--- src/rtl/enigma_ctrl.sv ---
// Frame sequencer for the enigma rotor/reflector datapath: steers table loads,
// then issues characters as encrypts and registers each result out.
module enigma_ctrl #(
    parameter int unsigned NUM_TABLES  = 3,
    parameter int unsigned TABLE_DEPTH = 64,
    parameter int unsigned CODE_W      = 6
) (
    input  logic              clk,
    input  logic              srst_n,
    input  logic              in_valid,
    input  logic [CODE_W-1:0] in_code,
    input  logic              in_last,
    input  logic [CODE_W-1:0] dp_result,
    output logic              load,
    output logic [1:0]        table_idx,
    output logic [CODE_W-1:0] code_in,
    output logic              encrypt,
    output logic [1:0]        shift_amount,
    output logic              dp_rst_n,
    output logic              out_valid,
    output logic [CODE_W-1:0] out_code,
    output logic              frame_done,
    output logic              frame_err,
    output logic              busy
);

    localparam logic [CODE_W-1:0] LastEnt = CODE_W'(TABLE_DEPTH - 1);
    localparam logic [1:0]        LastTbl = 2'(NUM_TABLES - 1);

    typedef enum logic [1:0] {StIdle, StLoad, StCrypt, StFlush} state_e;

    state_e            state_q;
    logic [CODE_W-1:0] ent_cnt_q;
    logic [1:0]        tbl_cnt_q;

    // The IDLE entry beat is loaded in the same cycle it arrives; in_last during
    // LOAD is a protocol error and the beat is discarded.
    always_comb begin
        load    = 1'b0;
        encrypt = 1'b0;
        case (state_q)
            StIdle:  load    = in_valid;
            StLoad:  load    = in_valid & ~in_last;
            StCrypt: encrypt = in_valid;
            default: ;
        endcase
        code_in      = (load | encrypt) ? in_code : '0;
        shift_amount = encrypt ? dp_result[1:0] : 2'b00;
    end

    assign table_idx = tbl_cnt_q;
    assign busy      = (state_q != StIdle);

    always_ff @(posedge clk or negedge srst_n) begin
        if (!srst_n) begin
            state_q    <= StIdle;
            ent_cnt_q  <= '0;
            tbl_cnt_q  <= '0;
            out_valid  <= 1'b0;
            out_code   <= '0;
            frame_done <= 1'b0;
            frame_err  <= 1'b0;
            dp_rst_n   <= 1'b1;
        end else begin
            out_valid  <= encrypt;
            frame_done <= encrypt & in_last;
            frame_err  <= 1'b0;
            dp_rst_n   <= 1'b1;
            if (encrypt) begin
                out_code <= dp_result;
            end
            case (state_q)
                StIdle, StLoad: begin
                    if (state_q == StLoad && in_valid && in_last) begin
                        frame_err <= 1'b1;
                        dp_rst_n  <= 1'b0;
                        state_q   <= StFlush;
                    end else if (load) begin
                        state_q <= StLoad;
                        if (ent_cnt_q == LastEnt) begin
                            ent_cnt_q <= '0;
                            // tbl_cnt stays on the last table so table_idx holds in CRYPT
                            if (tbl_cnt_q == LastTbl) begin
                                state_q <= StCrypt;
                            end else begin
                                tbl_cnt_q <= tbl_cnt_q + 2'd1;
                            end
                        end else begin
                            ent_cnt_q <= ent_cnt_q + 1'b1;
                        end
                    end
                end
                StCrypt: begin
                    if (encrypt && in_last) begin
                        dp_rst_n <= 1'b0;
                        state_q  <= StFlush;
                    end
                end
                StFlush: begin
                    ent_cnt_q <= '0;
                    tbl_cnt_q <= '0;
                    state_q   <= StIdle;
                end
                default: state_q <= StIdle;
            endcase
        end
    end

endmodule

--- config.mk ---
export PLATFORM = sky130hd
export DESIGN_NAME = enigma_ctrl
export DESIGN_NICKNAME = d
export VERILOG_FILES = /design/src/rtl/enigma_ctrl.sv
export SDC_FILE = /design/constraint.sdc
export NUM_CORES = 1
export LEC_CHECK = 0
export ABC_AREA = 1
export CAP_MARGIN = 20
export CELL_PAD_IN_SITES_DETAIL_PLACEMENT = 0
export CELL_PAD_IN_SITES_GLOBAL_PLACEMENT = 2
export CORE_MARGIN = 3
export CORE_UTILIZATION = 21
export DETAILED_ROUTE_END_ITERATION = 10
export PLACE_DENSITY_LB_ADDON = 0.1
export SLEW_MARGIN = 40
export SYNTH_ARGS = -nofsm -noshare
export SYNTH_HDL_FRONTEND = slang
export SYNTH_SLANG_ARGS = --single-unit
--- constraint.sdc ---
create_clock -name clk -period 1.14 [get_ports clk]
set_input_delay 0.228 -clock clk [delete_from_list [all_inputs] [get_ports clk]]
set_output_delay 0.228 -clock clk [all_outputs]
set_load 0.01 [all_outputs]
After elaboration in Yosys (flattened, before gate mapping)
Index checks and enable logic that the tools add are counted.
{ "totals": {"input_bits": 16, "output_inout_bits": 23, "regBits": 20, "word_cells": 59} }
{ "op_classes": {"n_addsub": 2, "eq_ne": 11, "bitwise_logic": 4, "n_reduce_logical": 10, "muxes": 24} }
{ "ops": {"columns": ["cell", "n"], "rows": [
  ["2-to-1 mux 6 bit", 4],
  ["2-to-1 mux 2 bit", 10],
  ["one-hot mux 6 bit (2 select lines)", 1],
  ["inequality test 2 bit (second input constant)", 5],
  ["adder 6 x 1 -> 6 bit (second input constant)", 1],
  ["equality test 2 bit (second input constant)", 3],
  ["equality test 6 bit (second input constant)", 1],
  ["one-hot mux 2 bit (3 select lines)", 1],
  ["2-to-1 mux 1 bit", 5],
  ["AND reduction 5 bit", 1],
  ["one-hot mux 1 bit (2 select lines)", 2],
  ["one-hot mux 2 bit (2 select lines)", 1],
  ["nonzero test 2 bit", 2],
  ["logical AND 1 bit", 3],
  ["inequality test 3 bit (second input constant)", 1],
  ["AND reduction 3 bit", 1],
  ["adder 2 x 1 -> 2 bit (second input constant)", 1],
  ["bitwise AND 1 bit", 2],
  ["equality test 2 x 1 -> 1 bit (second input constant)", 1],
  ["zero test 2 bit", 1],
  ["AND reduction 2 bit", 1],
  ["OR reduction 2 bit", 1],
  ["NOT 1 bit", 1],
  ["OR 1 bit", 1]
]} }

Longest topological paths before layout
Gate-level depths: netlist of run 1.
{ "depth": {"ltp_word": 6, "ltp_mapped": 8, "depth_no_buf": 8} }

Worst setup path before layout of run 1
OpenSTA, ideal clock, no wires.
{ "synth_path": {"kind": "register to output", "start": "reg state_q[0]", "end": "out shift_amount[0]", "path_buffers": 1, "arrival_time_ns": 1.115, "setup_slack_ns": -0.203, "path_stages_with_launch": 7, "required_ns": 0.912, "cell_sequence": "dfrtp_1 inv_1 nand2_1 nor2_4 inv_2 clkbuf_8 nor2_1"} }
{ "synth_between": {"elab_chain_len": 3} }
{ "synth_lines": {"columns": ["element", "line_no", "rtl"], "rows": [
  ["start, declared", "32", "state_e state_q;"],
  ["start signal, assigned", "56", "state_q <= StIdle;"],
  ["start signal, assigned", "77", "state_q <= StFlush;"],
  ["start signal, assigned", "79", "state_q <= StLoad;"],
  ["equality test 2 bit", "41", "case (state_q)"],
  ["2-to-1 mux 1 bit", "41", null],
  ["named net encrypt", "17", "output logic encrypt,"],
  ["2-to-1 mux 2 bit", "48", "shift_amount = encrypt ? dp_result[1:0] : 2'b00;"],
  ["end, declared", "18", "output logic [1:0] shift_amount,"]
]} }
The timed path passes the listed nets, and every way through them passes these cells.

Worst setup path in the final report of run 1
{ "layout_path": {"start": "reg state_q[0]", "end": "out shift_amount[0]"} }
{ "layout_between": {"elab_chain_len": 3} }
{ "layout_lines": {"columns": ["element", "line_no"], "rows": [
  ["equality test 2 bit", "41"],
  ["2-to-1 mux 1 bit", "41"],
  ["2-to-1 mux 2 bit", "48"]
]} }
Every way passes these cells.

==> results of run 1 <==
sequential cells by signal, summed over array words and instances (netlist names):
signal / count
ent_cnt_q: 6
out_valid: 1
state_q: 2
dp_rst_n: 1
frame_err: 1
out_code: 6
table_idx: 2
frame_done: 1
per-stage QoR:
stage               cell area, µm²  hold WS, ns  setup TNS (ns)
finish                        2010        0.302           -3.56
global route                  2010        0.323           -5.89
CTS                           1900        0.301           -4.11
detailed placement            1750        0.468          -14.75
global placement              1750        0.460          -14.49
floorplan                     1080      -0.0676           -1.08
placed cells by master, fill, tap and decap left out, types with 2 or more instances in the layout:
cell              n
nand2_4           3
buf_4            29
nor2_4            7
nand3_1           4
a21oi_2           2
nand4_1           2
dlygate4sd2_1     2
nand2_1          32
clkdlybuf4s50_1  13
inv_2             3
nor2_1           12
clkdlybuf4s15_1   3
a21oi_1           3
clkbuf_8          3
o21ai_2           2
inv_1            19
clkbuf_2          6
o21ai_1           3
dfrtp_1          19
nand2_8           2
buf_12            2
nor2_2            3
buf_2             6
nand3_2           6
nand2_2           7
buf_6            16
power groups by stage:
stage	sequential (W)	combinational (W)	clock (W)
floorplan	0.00119	0.000503	0
global placement	0.00111	0.00129	0
detailed placement	0.00112	0.00130	0
CTS	0.00111	0.00134	0.000513
global route	0.00117	0.00168	0.000545
finish	0.00112	0.00151	0.000484
routing by layer:
layer | track usage (%) | vias up
met1 | 14.1 | 498
met4 | 3.62 | 0
li1 | - | 584
met2 | 19.0 | 24
met5 | 0 | -
met3 | 2.58 | 2
how the worst max path moves through the flow:
| stage | start | to | slack, ns | cells past startpoint |
|---|---|---|---|---|
| floorplan | state_q[0] | shift_amount[0] | -0.13 | 6 |
| global placement | in_valid | code_in[3] | -0.81 | 7 |
| detailed placement | in_last | code_in[3] | -0.84 | 8 |
| CTS | state_q[0] | code_in[0] | -0.37 | 6 |
| global route | state_q[0] | shift_amount[0] | -0.44 | 7 |
| finish | state_q[0] | shift_amount[0] | -0.36 | 7 |
layout make-up:
| type | count | area (µm²) |
|---|---|---|
| clock buffers | 4 | 45.0 |
| multi-input cells | 93 | 591 |
| fillers | 494 | 2780 |
| flip-flops and latches | 20 | 502 |
| well taps | 67 | 83.8 |
| repair buffers | 78 | 687 |
| inverters | 24 | 97.6 |
what timing repair did:
item	4_1_cts	5_1_grt
setup buffers	11	11
resized for setup	107	29
hold buffers	0	0
gates cloned	1	0
setup endpoints to repair	39	39
pin swaps	9	14
logic make-up after synthesis:
group | Yosys count
AND/OR/NAND/NOR | 79
buffers and inverters | 26
adder cells (fa/ha/maj) | 2
flip-flops | 20
AO/OA/AOI/OAI | 11
==> flow_metrics.tcl, run 1 <==
set metrics [dict create \
    leakage_nw 1.03 \
    p_sw_w 0.00112 \
    syn_area_per_cell_um2 7.65 \
    grt_pass1_vias 1174 \
    fin_nets 238 \
    fin_util_pct 41.9 \
    first_pass_iters 4 \
    synthTopCellsByCount "42 x nand2_1, 22 x inv_1, 20 x nor2_1" \
    ios 39 \
    comb_power_share_pct 48.4 \
    gp_congestion 0.752 \
    synth_top_family_by_area "simple AND/OR/NAND/NOR gates" \
    fin_cells 286 \
    grtUsageTotal_pct 11.2 \
    finalHoldViolCount 0 \
    synth_ff_type "dfrtp_1" \
    yosys.cell_types.count 20 \
    crit_path_start_kind "flip-flop" \
    power_frac_seq_pct 36.0 \
    yosysTopAreaCellShare_pct 45.0 \
    grt_pass1_wl_mm 5.44 \
    synth_top_cell_by_area "dfrtp_1" \
    grt_max_degree 21 \
    reg2reg_to "ent_cnt_q[3]" \
    cts_buffers 3 \
    path_buf_inv 4 \
    mappedNetlistNets 156 \
    worstPathCellList "inv_2 -> nand2_2 -> nor2_4 -> buf_6 -> inv_6 -> nor2_4 -> buf_6" \
    max-cap-violations 0 \
    worstPathRequired_ns 0.91 \
    path_clk_slew_ns 0.08 \
    drt_iter0_drc 22 \
    skew_ns 0.00550 \
    num_vias 1108 \
    met2WireLength_mm 1.54 \
    rsz0062_at_grt "yes" \
    cp_slowest_stage_delay_ns 0.41 \
    end_kind "output port" \
    rr_startpoint "ent_cnt_q[1]" \
    muxShareOfSynthArea_pct 0 \
    wl_met1_mm 1.48 \
    ctsHtreeMaxLevel 1 \
    antenna_found_initial 0 \
    max_freq_mhz 665 \
    status "complete, but fails checks" \
    wl_mm 3.18 \
    syn_to_final_growth_pct 89.9 \
    powerDensity_nw_per_um2 1550 \
    drive_above_1_share_pct 47.5 \
    viasPerCell 3.87 \
    drv_slew 0 \
    slowest_stage "dfrtp_1" \
    hold_path.class "primary input to async pin" \
    syn_area_um2 1060 \
    synth-compound-area-share_pct 5.92 \
    initial_core_util_pct 22.1 \
    ff2ff_setup_slack_ns -0.04 \
    synth-xor-area-share_pct 0 \
    final_antenna_net_count 0 \
    finalSetupViolCount 26 \
    synth_edf_count 0 \
    die_h_um 76.9 \
    netlist_top_cells_area "dfrtp_1 45%, nand2_1 15%, inv_1 7.8%, nor2_1 7.1%, nand3_1 3.8%" \
    insertion_delay_ns 0.26 \
    std_cell_rows 25 \
    finalCriticalPeriod_ns 1.50 \
    crit_type "flip-flop to output port" \
    critPathTopFamily "flip-flops" \
    grt_overflow 0 \
    yosysSeqAreaShare_pct 47.5 \
    synth-seq-cells 20 \
    wl_met3_um 147 \
    r2r_cells 7 \
    yosysMostFrequentCell "nand2_1" \
    maxSlewHeadroom_pct 86.8 \
    clock_path_buffers 2 \
    fin_crit_sh_pct 132 \
    cts_tree "yes" \
    violations "negative setup slack" \
    avgRoutedWirePerCell_um 11.1 \
    die_w_um 76.9 \
    p_int_w 0.00200 \
    top_layer "met4" \
    dpl_worst_slack_ns -0.839 \
    cp_max_fo 4 \
    pwr-share-clk_pct 15.5 \
    portBuffers 38 \
    finalPower_w 0.00311 \
    placedCellCount 269 \
    syn_inst 138 \
    fp.coreArea_um2 4790 \
    synthArstFlopShare_pct 100 \
    switching_share_pct 35.9 \
    place_hpwl_mm 2.20 \
    cts_root_buf "clkbuf_8" \
    synth_simple_gate_area_share_pct 33.3 \
    n_antenna_cell 0 \
    ys_warn_count 0 \
    tightest_slew_ns 0.198 \
    cp.arrival_ns 1.28 \
    clkSinkCount 20 \
    dieArea_um2 5920 \
    synthAdderAreaFrac_pct 2.37 \
    layout_setup_ws_ns -0.364 \
    drc_errors 0 \
    irDropWorstVdd_v 0.000684 \
]
No activity file was read; power rests on OpenSTA's default activity.
==> run 2, diff against run 1 <==
--- a/config.mk
+++ b/config.mk
@@ -12,6 +12,7 @@
 export CORE_MARGIN = 3
 export CORE_UTILIZATION = 21
 export DETAILED_ROUTE_END_ITERATION = 10
+export GPL_ROUTABILITY_DRIVEN = 0
 export PLACE_DENSITY_LB_ADDON = 0.1
 export SLEW_MARGIN = 40
 export SYNTH_ARGS = -nofsm -noshare
==> results of run 2 <==
No change in the layout: final DEF, timing and power equal those of run 1.
